$ cat config.mk
export PLATFORM = sky130hd
export DESIGN_NAME = mem_bus_unit
export DESIGN_NICKNAME = d
export VERILOG_FILES = /design/src/rtl/mem_bus_unit_pkg.sv /design/src/rtl/mem_write_buffer.sv /design/src/rtl/mem_bus_unit.sv
export SDC_FILE = /design/constraint.sdc
export NUM_CORES = 1
export LEC_CHECK = 0
export CAP_MARGIN = 20
export CORE_MARGIN = 4
export CORE_UTILIZATION = 51
export CTS_BUF_LIST = sky130_fd_sc_hd__clkbuf_8 sky130_fd_sc_hd__clkbuf_16
export DETAILED_ROUTE_END_ITERATION = 8
export PLACE_DENSITY = 0.79
export SLEW_MARGIN = 20
export SYNTH_ARGS = -nofsm -noshare
export SYNTH_HDL_FRONTEND = slang
export SYNTH_HIERARCHICAL = 1
export SYNTH_SLANG_ARGS = --single-unit
export TNS_END_PERCENT = 20
$ cat constraint.sdc
create_clock -name clk -period 2.9 [get_ports clk]
set_input_delay 0.29 -clock clk [delete_from_list [all_inputs] [get_ports clk]]
set_output_delay 0.29 -clock clk [all_outputs]
set_load 0.02 [all_outputs]
$ cat src/rtl/mem_bus_unit_pkg.sv
// Shared definitions for the memory bus unit: FSM encoding, error word and default sizes.
package mem_bus_defs;

  localparam int DEF_DATA_W  = 16;
  localparam int DEF_ADDR_W  = 16;
  localparam int DEF_TIMEOUT = 255;

  // Returned on an aborted read; sliced down to DATA_W by the user.
  localparam logic [63:0] ERR_DATA = '1;

  typedef enum logic [1:0] {
    ST_IDLE    = 2'd0,
    ST_WR_BUS  = 2'd1,
    ST_RD_BUS  = 2'd2,
    ST_RD_DONE = 2'd3
  } bus_state_e;

  // The timeout counter only has to reach TIMEOUT-1 before the abort fires.
  function automatic int cnt_width(input int timeout);
    return (timeout < 2) ? 1 : $clog2(timeout);
  endfunction

endpackage

$ cat src/rtl/mem_write_buffer.sv
// One-entry posted-write buffer: load when empty, clear on drain/abort, address-match output.
// Contents change one cycle after load/clear; clear has priority over load.
module mem_write_buffer
  import mem_bus_defs::*;
#(
  parameter int ADDR_W = DEF_ADDR_W,
  parameter int DATA_W = DEF_DATA_W
) (
  input  logic              clk,
  input  logic              rst,
  input  logic              load_i,
  input  logic              clr_i,
  input  logic [ADDR_W-1:0] addr_i,
  input  logic [DATA_W-1:0] data_i,
  input  logic [ADDR_W-1:0] cmp_addr_i,
  output logic              vld_o,
  output logic [ADDR_W-1:0] addr_o,
  output logic [DATA_W-1:0] data_o,
  output logic              hit_o
);

  logic              vld_q,  vld_d;
  logic [ADDR_W-1:0] addr_q, addr_d;
  logic [DATA_W-1:0] data_q, data_d;

  always_comb begin
    vld_d  = vld_q;
    addr_d = addr_q;
    data_d = data_q;
    if (clr_i) begin
      vld_d = 1'b0;
    end else if (load_i) begin
      vld_d  = 1'b1;
      addr_d = addr_i;
      data_d = data_i;
    end
  end

  always_ff @(posedge clk or negedge rst) begin
    if (!rst) begin
      vld_q  <= 1'b0;
      addr_q <= '0;
      data_q <= '0;
    end else begin
      vld_q  <= vld_d;
      addr_q <= addr_d;
      data_q <= data_d;
    end
  end

  assign vld_o  = vld_q;
  assign addr_o = addr_q;
  assign data_o = data_q;
  assign hit_o  = vld_q & (addr_q == cmp_addr_i);

endmodule

$ cat src/rtl/mem_bus_unit.sv
// CPU-to-memory bus unit: posted writes with read forwarding, req/ack bus with timeout abort.
// Uncontended bus read returns data two cycles after the request; cpu_stall holds the controller meanwhile.
module mem_bus_unit
  import mem_bus_defs::*;
#(
  parameter int DATA_W  = DEF_DATA_W,
  parameter int ADDR_W  = DEF_ADDR_W,
  parameter int TIMEOUT = DEF_TIMEOUT
) (
  input  logic              clk,
  input  logic              rst,
  input  logic [ADDR_W-1:0] cpu_addr,
  input  logic [DATA_W-1:0] cpu_wdata,
  input  logic              cpu_re,
  input  logic              cpu_we,
  output logic [DATA_W-1:0] cpu_rdata,
  output logic              rd_valid,
  output logic              cpu_stall,
  output logic              bus_req,
  output logic              bus_we,
  output logic [ADDR_W-1:0] bus_addr,
  output logic [DATA_W-1:0] bus_wdata,
  input  logic [DATA_W-1:0] bus_rdata,
  input  logic              bus_ack,
  output logic              bus_err
);

  localparam int                CNT_W    = cnt_width(TIMEOUT);
  localparam logic [CNT_W-1:0]  CNT_LAST = CNT_W'(TIMEOUT - 1);
  localparam logic [DATA_W-1:0] ERR_WORD = ERR_DATA[DATA_W-1:0];

  bus_state_e        state_q;
  logic              rd_pend_q;
  logic [ADDR_W-1:0] rd_addr_q;
  logic [CNT_W-1:0]  cnt_q;
  logic              bus_req_q;
  logic              bus_we_q;
  logic [ADDR_W-1:0] bus_addr_q;
  logic [DATA_W-1:0] bus_wdata_q;
  logic [DATA_W-1:0] cpu_rdata_q;
  logic              rd_valid_q;
  logic              bus_err_q;

  logic              wb_vld;
  logic [ADDR_W-1:0] wb_addr;
  logic [DATA_W-1:0] wb_data;
  logic              wb_hit;
  logic              wb_load;
  logic              wb_clr;

  logic rd_req;
  logic in_done;
  logic fwd;
  logic rd_new;
  logic to_hit;

  // A simultaneous read and write is treated as a write only.
  assign rd_req  = cpu_re & ~cpu_we;
  // The held request seen during RD_DONE is the one completing, not a new one.
  assign in_done = (state_q == ST_RD_DONE);
  assign fwd     = rd_req & wb_hit & ~rd_pend_q & ~in_done;
  assign rd_new  = rd_req & ~fwd & ~rd_pend_q & ~in_done;
  assign wb_load = cpu_we & ~wb_vld;
  assign to_hit  = (cnt_q == CNT_LAST);
  assign wb_clr  = (state_q == ST_WR_BUS) & (bus_ack | to_hit);

  assign cpu_stall = (rd_req & ~fwd & ~in_done) | (cpu_we & wb_vld);

  mem_write_buffer #(
    .ADDR_W (ADDR_W),
    .DATA_W (DATA_W)
  ) u_wbuf (
    .clk        (clk),
    .rst        (rst),
    .load_i     (wb_load),
    .clr_i      (wb_clr),
    .addr_i     (cpu_addr),
    .data_i     (cpu_wdata),
    .cmp_addr_i (cpu_addr),
    .vld_o      (wb_vld),
    .addr_o     (wb_addr),
    .data_o     (wb_data),
    .hit_o      (wb_hit)
  );

  always_ff @(posedge clk or negedge rst) begin
    if (!rst) begin
      state_q     <= ST_IDLE;
      rd_pend_q   <= 1'b0;
      rd_addr_q   <= '0;
      cnt_q       <= '0;
      bus_req_q   <= 1'b0;
      bus_we_q    <= 1'b0;
      bus_addr_q  <= '0;
      bus_wdata_q <= '0;
      cpu_rdata_q <= '0;
      rd_valid_q  <= 1'b0;
      bus_err_q   <= 1'b0;
    end else begin
      rd_valid_q <= 1'b0;
      bus_err_q  <= 1'b0;

      if (fwd) begin
        rd_valid_q  <= 1'b1;
        cpu_rdata_q <= wb_data;
      end

      if (rd_new) begin
        rd_pend_q <= 1'b1;
        rd_addr_q <= cpu_addr;
      end

      unique case (state_q)
        ST_IDLE: begin
          // A buffered write always drains before any pending read is issued.
          if (wb_vld) begin
            state_q     <= ST_WR_BUS;
            bus_req_q   <= 1'b1;
            bus_we_q    <= 1'b1;
            bus_addr_q  <= wb_addr;
            bus_wdata_q <= wb_data;
            cnt_q       <= '0;
          end else if (rd_pend_q || rd_new) begin
            state_q    <= ST_RD_BUS;
            bus_req_q  <= 1'b1;
            bus_we_q   <= 1'b0;
            bus_addr_q <= rd_pend_q ? rd_addr_q : cpu_addr;
            cnt_q      <= '0;
          end
        end

        ST_WR_BUS: begin
          if (bus_ack || to_hit) begin
            state_q   <= ST_IDLE;
            bus_req_q <= 1'b0;
            bus_we_q  <= 1'b0;
            bus_err_q <= ~bus_ack;
          end else begin
            cnt_q <= cnt_q + CNT_W'(1);
          end
        end

        ST_RD_BUS: begin
          if (bus_ack) begin
            state_q     <= ST_RD_DONE;
            bus_req_q   <= 1'b0;
            rd_pend_q   <= 1'b0;
            rd_valid_q  <= 1'b1;
            cpu_rdata_q <= bus_rdata;
          end else if (to_hit) begin
            state_q     <= ST_RD_DONE;
            bus_req_q   <= 1'b0;
            rd_pend_q   <= 1'b0;
            rd_valid_q  <= 1'b1;
            cpu_rdata_q <= ERR_WORD;
            bus_err_q   <= 1'b1;
          end else begin
            cnt_q <= cnt_q + CNT_W'(1);
          end
        end

        ST_RD_DONE: begin
          state_q <= ST_IDLE;
        end

        default: begin
          state_q <= ST_IDLE;
        end
      endcase
    end
  end

  assign bus_req   = bus_req_q;
  assign bus_we    = bus_we_q;
  assign bus_addr  = bus_addr_q;
  assign bus_wdata = bus_wdata_q;
  assign cpu_rdata = cpu_rdata_q;
  assign rd_valid  = rd_valid_q;
  assign bus_err   = bus_err_q;

endmodule
After elaboration in Yosys (flattened, before gate mapping)
Cells that the tools add are included.

Register bits after elaboration: 112. Input port bits: 53. Output and inout bits: 53. Word-level logic and storage cells: 103.

$add $sub $neg: 1. Eq/ne operators: 11. Multiplexer cells: 42. Bitwise operators: 21. Reduce and logical (&&, ||, !) cells: 14.

Operators by type and width (number): $mux 16 (7); $mux 8 (5); $pmux 8 s3 (1); $mux 1 (20); $eq 16x16->1 (1); $and 1x1->1 (12); $mux 2 (5); $add 8x1->8 const B (1); $eq 8x8->1 const B (1); $pmux 2 s4 (1); $not 1->1 (7); $ne 2x2->1 const B (3); $reduce_and 2->1 (3); $reduce_and 3->1 (2); $reduce_bool 2->1 (3); $reduce_and 5->1 (1); $eq 2x2->1 const B (2); $pmux 1 s2 (2); $reduce_and 4->1 (1); $ne 3x2->1 const B (1); $ne 3x3->1 const B (1); $pmux 1 s3 (1); $reduce_bool 3->1 (1); $eq 2x1->1 const B (1); other kinds (4) (6).

Logic depth before layout (Yosys ltp)
Gate-level depths: netlist of the first run.

Depth in word-level cells: 13. Depth in mapped cells: 10. Mapped depth without buffers: 8.

Modules after synthesis
Netlist of the first run, hierarchy kept.

By module, submodules not included: mem_bus_unit (times used 1, cells an instance 364, area each 3771.1 sq um, seq. area each 1976.9 sq um); mem_write_buffer (times used 1, cells an instance 94, area each 1420.1 sq um, seq. area each 825.8 sq um).

Worst setup path after synthesis of the first run
OpenSTA, ideal clock, no wires.

Path kind: register to register. From: reg u_wbuf.addr_q[14] (netlist: u_wbuf/addr_o[14]). To: reg cpu_rdata_q[5] (netlist: cpu_rdata[5]). Setup time: 0.140 ns. Arrival: 2.110 ns. Required time: 2.760 ns. Path slack: 0.650 ns. Cell stages (with the launch flop): 11. Path buffers: 2. Period minus slack after synthesis: 2.250 ns. Cell sequence: dfrtp_1 xor2_1 nor4_1 nand4_1 nor4_2 nand2b_1 or3_1 clkbuf_1 clkbuf_1 nand2_1 a31oi_1.

Cells in the longest elaborated chain, start to end: 9.

RTL lines: start, declared (line mem_write_buffer.sv:23) `logic [ADDR_W-1:0] addr_q, addr_d;`; start signal, assigned (line mem_write_buffer.sv:46) `addr_q <= addr_d;`; $eq 16x16->1 * (line mem_write_buffer.sv:54) `assign hit_o = vld_q & (addr_q == cmp_addr_i);`; $and 1x1->1 * (line mem_write_buffer.sv:54); via wb_hit (line mem_bus_unit.sv:47) `logic wb_hit;`; $and 1x1->1 * (3 in a row) (line mem_bus_unit.sv:61) `assign fwd = rd_req & wb_hit & ~rd_pend_q & ~in_done;`; $mux 16 * (line mem_bus_unit.sv:103) `if (fwd) begin`; $mux 16 (line mem_bus_unit.sv:150) `end else if (to_hit) begin`; $mux 16 (line mem_bus_unit.sv:144) `if (bus_ack) begin`; $mux 16 * (line mem_bus_unit.sv:113) `unique case (state_q)`; end signal, assigned (line mem_bus_unit.sv:105) `cpu_rdata_q <= wb_data;`; end signal, assigned (line mem_bus_unit.sv:149) `cpu_rdata_q <= bus_rdata;`; end, declared (line mem_bus_unit.sv:40) `logic [DATA_W-1:0] cpu_rdata_q;`.

Mark *: on every way through the listed nets, which the timed path passes. The rest lies on a longest branch. A chain may end at the register's enable or synchronous reset.

Worst setup path in the final report of the first run
From: in cpu_addr[6]. To: out cpu_stall.

Cells in the longest elaborated chain, start to end: 9.

RTL lines: start, declared (line mem_bus_unit.sv:12) `input logic [ADDR_W-1:0] cpu_addr,`; $eq 16x16->1 (line mem_write_buffer.sv:54); $and 1x1->1 (line mem_write_buffer.sv:54); via wb_hit (line mem_bus_unit.sv:47); $and 1x1->1 (3 in a row) (line mem_bus_unit.sv:61); $not 1->1 (line mem_bus_unit.sv:67) `assign cpu_stall = (rd_req & ~fwd & ~in_done) | (cpu_we & wb_vld);`; $and 1x1->1 (2 in a row) (line mem_bus_unit.sv:67); $or 1x1->1 (line mem_bus_unit.sv:67); end, declared (line mem_bus_unit.sv:18) `output logic cpu_stall,`.

The timed path passes the listed nets, and every way through them passes these cells.

==> key figures, run 1 <==
Floorplanning
  • Rows: 36
  • Die height: 109 um
  • Core box area: 9860 um2
  • IO Pins: 106
  • Die area: 11900 um2
  • Die width: between 100 and 150 um
  • Initial Util: 0.526

Critical path
  • Startpoint Class: primary input
  • Kind of end point of the critical path: primary output
  • Register-to-register setup slack: roughly 0.48 ns
  • Worst R2R End: cpu_rdata[0]$_DFF_PN0_
  • Worst reg2reg path depth: 10
  • Arrival @ worst endpoint: 2.45 ns
  • RR Startpoint: u_wbuf/addr_o[6]$_DFFE_PN0P_
  • WP data required: between 2 and 3 ns
  • Critical path type: in2out
  • CP Max Fanout: 4

STA
  • Final Max Slew Viols: 0
  • Fin Hold WS: 0.488 ns
  • Post-route setup slack: approximately 0.16 ns
  • Worst slew pin tran: 0.846 ns
  • Final setup viols: 0
  • Count of final hold-check violations: 0
  • Final min period: 2.74 ns
  • Max Clk Rate: 364 MHz
  • Fin Setup TNS: 0 ns
  • Clk_skew: 0.0149 ns
  • Slew headroom: 0.436
  • Tcrit/Tclk final: 0.947

Cells and area
  • Reg area: 2800 um2
  • Area Overhead vs Synth: 29.5%
  • Fill cell count: 734
  • Multi-input gate area: between 2000 and 2500 um2
  • ANT cells: 0
  • Final layout net count: 630
  • Share of layout cells above drive strength 1: 0.186

Clocking
  • Clk Latency, worst-skew pair: ~0.36 ns
  • Clk slew on worst S/H paths: 0.11 ns
  • Setup repair bufs after CTS: 0
  • CTS tree: yes
  • Maximum clock path buffer count: 2
  • CTS H-tree depth: 3
  • CTS Buf Count: 9
  • # clock sinks: 112
  • Root buffer cell: clkbuf_8

Yosys
  • Synth cell types: 50
  • Post-synth EDFFs: 0
  • Asr flop ratio synth: 1.00
  • Avg Inst Size Synth: 11.3 um2
  • Seq/Total Area, Yosys: 0.540
  • FF+latch count, synth: 112
  • Cells after synthesis: 458
  • Post-Syn Area: ~5200 um2
  • Post-Syn Nets: 518
  • Most common flop cell mapped by yosys: dfrtp_1
  • Synth warn: 6

Place
  • Hpwl dp: 8290 um
  • Worst slack, placed: -0.143 ns
  • Port Buf Inserts: 105
  • Placer Congestion: 0.831

Outcome
  • Status: finished clean

Job
  • Max cap viols: 0

Routing
  • Vias per inst: 5.47
  • Pre-antenna DRT Iters: 4
  • Wire length on met3: 610 um
  • WL met2: 5870 um
  • Initial drt markers: 228
  • DRT met1 WL: 5240 um
  • Final wirelength: 11900 um
  • Vias: 3874
  • Max layer used: met4
  • Routed WL per cell: between 15 and 20 um
  • Drc violations: 0
  • Routed Antenna Nets: 0

Power and ir drop
  • Max VDD drop: 0.000545 V
  • Cell Pwr Density: 1080 nW/um2
  • Leak Pwr: 2.87 nW
  • Total Power: ~0.0073 W

Global routing
  • Vias in the first global route: 3945
  • Largest net degree at the start of global routing: between 60 and 70
  • Initial antenna violation count: 0
  • Gr ovfl total: 0
  • First-pass GRT wire length: 19100 um
  • Total Routing Usage GR: 0.206

Hold path
  • Hold Crit Class: in2async
==> metrics by stage <==
step           utilization  cell area, um2  std cells
2_1_floorplan            -            5190        458
3_3_place_gp         0.658            6490        691
3_5_place_dp         0.658            6490        691
4_1_cts              0.680            6710        708
5_1_grt              0.681            6720        708
6_report             0.681            6720        708
==> report_power, final <==
part,leakage (nW),switching [W],internal (W),total [W]
Combinational,1.42,0.00180,0.00173,0.00353
Sequential,1.34,0.000485,0.00230,0.00279
Clock,0.106,0.000541,0.000410,0.000951
==> placed cells by master, fill, tap and decap left out, types with 2 or more instances in the layout <==
cell type / Yosys / routed
a21oi_1: 18 / 18
a22o_1: 2 / 2
a31oi_1: 17 / 17
and4_1: 2 / 2
buf_12: 0 / 4
buf_4: 1 / 16
clkbuf_8: 0 / 9
clkdlybuf4s50_1: 0 / 103
clkinv_4: 0 / 2
dfrtp_1: 112 / 112
ha_1: 7 / 7
inv_1: 6 / 7
inv_6: 0 / 3
mux2_1: 3 / 3
mux2_2: 62 / 62
mux2i_1: 19 / 19
nand2_1: 58 / 58
nand2b_1: 4 / 4
nand3_1: 5 / 5
nand3b_1: 2 / 2
nand4_1: 4 / 4
nor2_1: 38 / 38
nor2b_1: 3 / 2
nor3_1: 2 / 2
o211ai_1: 3 / 3
o21ai_0: 26 / 26
o311ai_2: 2 / 2
o31ai_1: 3 / 2
xnor2_1: 12 / 12
xor2_1: 4 / 4
==> routing by layer <==
metal	vias up	global-route usage
li1	1841	-
met1	1911	0.275
met2	104	0.337
met3	18	0.0420
met4	0	0.0676
met5	-	0
==> sequential cells by signal, summed over array words and instances (netlist names) <==
register and cells:
bus_err 1, bus_we 1, rd_pend_q 1, rd_valid 1
cpu_rdata 16, u_wbuf/vld_o 1, u_wbuf/data_o 16, bus_addr 16
u_wbuf/addr_o 16, rd_addr_q 16, bus_req 1, bus_wdata 16
state_q 2, cnt_q 8
==> cells by family after synthesis <==
group / share of synthesized area
buffers and inverters: 0.0294
AOI/OAI and AO/OA: 0.0962
and+or+nand+nor: 0.113
muxes: 0.178
adders and majority gates: 0.0169
xor gates and xnor gates: 0.0270
DFF: 0.540
==> critical path, cell delays in order <==
cell and delay, ns:
clkdlybuf4s50_1 0.48, xor2_1 0.20, nor4_2 0.30, nand4_1 0.19
nor4_4 0.25, nand2b_1 0.12, nor3b_1 0.15, a21o_1 0.15
dlygate4sd2_1 0.33
==> area by class of cell <==
class	count	area share
clock buffers	9	0.0184
clock inverters	7	0.0115
inverters	6	0.00335
multi-input cells	316	0.339
flip-flops and latches	112	0.417
well taps	133	0.0248
repair buffers	125	0.186
==> synthesized netlist by cell type, types with 5 or more instances <==
cell type,instances,area (um2)
nand3_1,5,25.0
dfrtp_1,112,2800
o21ai_0,26,130
xnor2_1,12,105
inv_1,6,22.5
a31oi_1,17,106
a21oi_1,18,90.1
nor2_1,38,143
nand2_1,58,218
clkbuf_1,13,48.8
mux2_2,62,698
mux2i_1,19,190
ha_1,7,87.6
==> worst max path at each step <==
stage / start / endpoint / slack, ns / cells past startpoint
6_report: cpu_addr[6] / cpu_stall / 0.16 / 9
5_1_grt: cpu_addr[6] / cpu_stall / -0.009 / 9
4_1_cts: u_wbuf/addr_o[14]$_DFFE_PN0P_ / cpu_stall / 0.08 / 8
3_5_place_dp: cpu_addr[4] / cpu_stall / -0.14 / 9
3_3_place_gp: cpu_addr[4] / cpu_stall / -0.13 / 9
2_1_floorplan: u_wbuf/addr_o[14]$_DFFE_PN0P_ / cpu_rdata[5]$_DFF_PN0_ / 0.65 / 10
==> what timing repair did <==
action                     CTS  global route
hold endpoints to repair    52             0
pin swaps                    0             2
setup endpoints to repair    1            10
hold buffers                 1             0
gates resized for setup      2             2
(Power assumes the default switching activity.)
==> inputs of run 2 (changes only) <==
GPL_ROUTABILITY_DRIVEN = 0   (was unset)
==> results of run 2 <==
The final DEF is identical to that of run 1; final timing and power are the same.
==> edit, RTL diff (config.mk and constraints of run 2) <==
Re-encode `bus_state_e` (4 states) as one-hot, 4 bits wide.
--- a/src/rtl/mem_bus_unit_pkg.sv
+++ b/src/rtl/mem_bus_unit_pkg.sv
@@ -10,7 +10,7 @@
 
-  typedef enum logic [1:0] {
-    ST_IDLE    = 2'd0,
-    ST_WR_BUS  = 2'd1,
-    ST_RD_BUS  = 2'd2,
-    ST_RD_DONE = 2'd3
+  typedef enum logic [3:0] {
+    ST_IDLE    = 4'b0001,
+    ST_WR_BUS  = 4'b0010,
+    ST_RD_BUS  = 4'b0100,
+    ST_RD_DONE = 4'b1000
   } bus_state_e;
Function: same outputs for any inputs over 4 cycles, from zero or initial values and one cycle with rst low; so few cycles prove little.
==> edit against run 2 <==
Setup slack improved by 0.015 ns. Maximum frequency is 0.55% higher. Cell area grew 5.0%. Combinational power is 5.9% lower. Core utilization up 4.1 points. Sequential cell count increased by 2. Synthesized area decreased by 0.99%. Global-route usage is 2.4 points higher. Total power up 13%. Clock power up 110%. Routed wire length increased by 5.1%. Largest power group unchanged. Highest routed layer unchanged.
==> edit: results (changes against run 2) <==
- The final clock skew was 0.00964 ns (was 0.0149 ns).
- The worst hold slack across all endpoints is 0.330 ns (was 0.488 ns).
- Most area-consuming cells after synthesis: dfrtp_1 55%, mux2_2 14%, nand2_1 4.7% (was dfrtp_1 54%, mux2_2 13%, nand2_1 4.2%).
- The number of design-rule violations left by the first detailed-router iteration is 134 (was 228).
- The average cell area after synthesis is 11.4 um2 (was 11.3 um2).
- The via count of the first global-routing pass is 4112 (was 3945).
- The pin count of the biggest net entering global routing came to 47 (was 61).
- The startpoint of the worst register-to-register path is u_wbuf/addr_o[10] (was u_wbuf/addr_o[6]).
- The post-cts sizing count was 1 (was 2).
- The launch point of the critical path is u_wbuf/addr_o[14] (was cpu_addr[6]).
- The synthesized net count is 504 (was 518).
- The via density per instance is 5.49 (was 5.47).
- The largest fanout of any net on the critical path is 3 (was 4).
- The delay contributed by the slowest stage of the critical path was 0.40 ns (was 0.48 ns).
- The internal cell power was 5.33 mW (was 4.45 mW).
- The clock slew at the register clock pins of the worst setup and hold paths was 0.06 ns (was 0.11 ns).
- The total global-route track usage was 23.0% (was 20.6%).
- The library cell contributing the largest single delay on the critical path was dfrtp_1 (was clkdlybuf4s50_1).
- The worst ir drop on vdd is 0.000744 V (was 0.000545 V).
- The proportion of layout cells with a drive suffix above 1 came to 21.4% (was 18.6%).
- The minimum clock period is 2.73 ns (was 2.74 ns).
- The static leakage is 3.06 nW (was 2.87 nW).
- The slack of the worst reg-to-reg path came to 0.39 ns (was 0.48 ns).
- Result of the run: completed (unchanged).
- The post-detailed-placement cell area is 0.00647 mm2 (was 0.00649 mm2).
- The post-place setup slack is -0.0467 ns (was -0.143 ns).
- The first-pass detailed-route iteration total was 7 (was 4).
- The number of H-tree branching levels is 4 (was 3).
- The power drawn by the sequential cells is 2.88 mW (was 2.79 mW).
- The count of placed standard cells including taps came to 685 (was 691).
- The number of nets in the finished design was 627 (was 630).
- The first-pass GRT wire length is 21000 um (was 19100 um).
- The sequential-to-total area share from yosys stat is 55.5% (was 54.0%).
-- edit: per-layer routing --
metal | part of all wire, % | routed length, um | GRT usage, %
met4 | 1.9 | 237 | 8.12
met2 | 52 | 6530 | 38.1
met5 | 0 | 0 | 0
met1 | 42 | 5210 | 29.6
met3 | 4.5 | 565 | 5.61
-- edit: cell families after synthesis --
| family | after synthesis | synth area share [%] |
|---|---|---|
| multiplexers | 80 | 17.1 |
| adder cells (fa/ha/maj) | 2 | 0.487 |
| buffers and inverters | 24 | 2.26 |
| flip-flops | 114 | 55.5 |
| AO/OA/AOI/OAI | 76 | 8.86 |
| AND/OR/NAND/NOR | 136 | 12.8 |
| XOR/XNOR | 17 | 2.90 |
-- edit: cell type report --
cell class	count	area, um2	share of cell area, %
flip-flops and latches	114	2850	40.4
multi-input cells	311	2190	31.1
repair buffers	124	1250	17.8
clock buffers	18	428	6.06
well taps	133	166	2.36
clock inverters	14	148	2.09
inverters	4	15.0	0.213
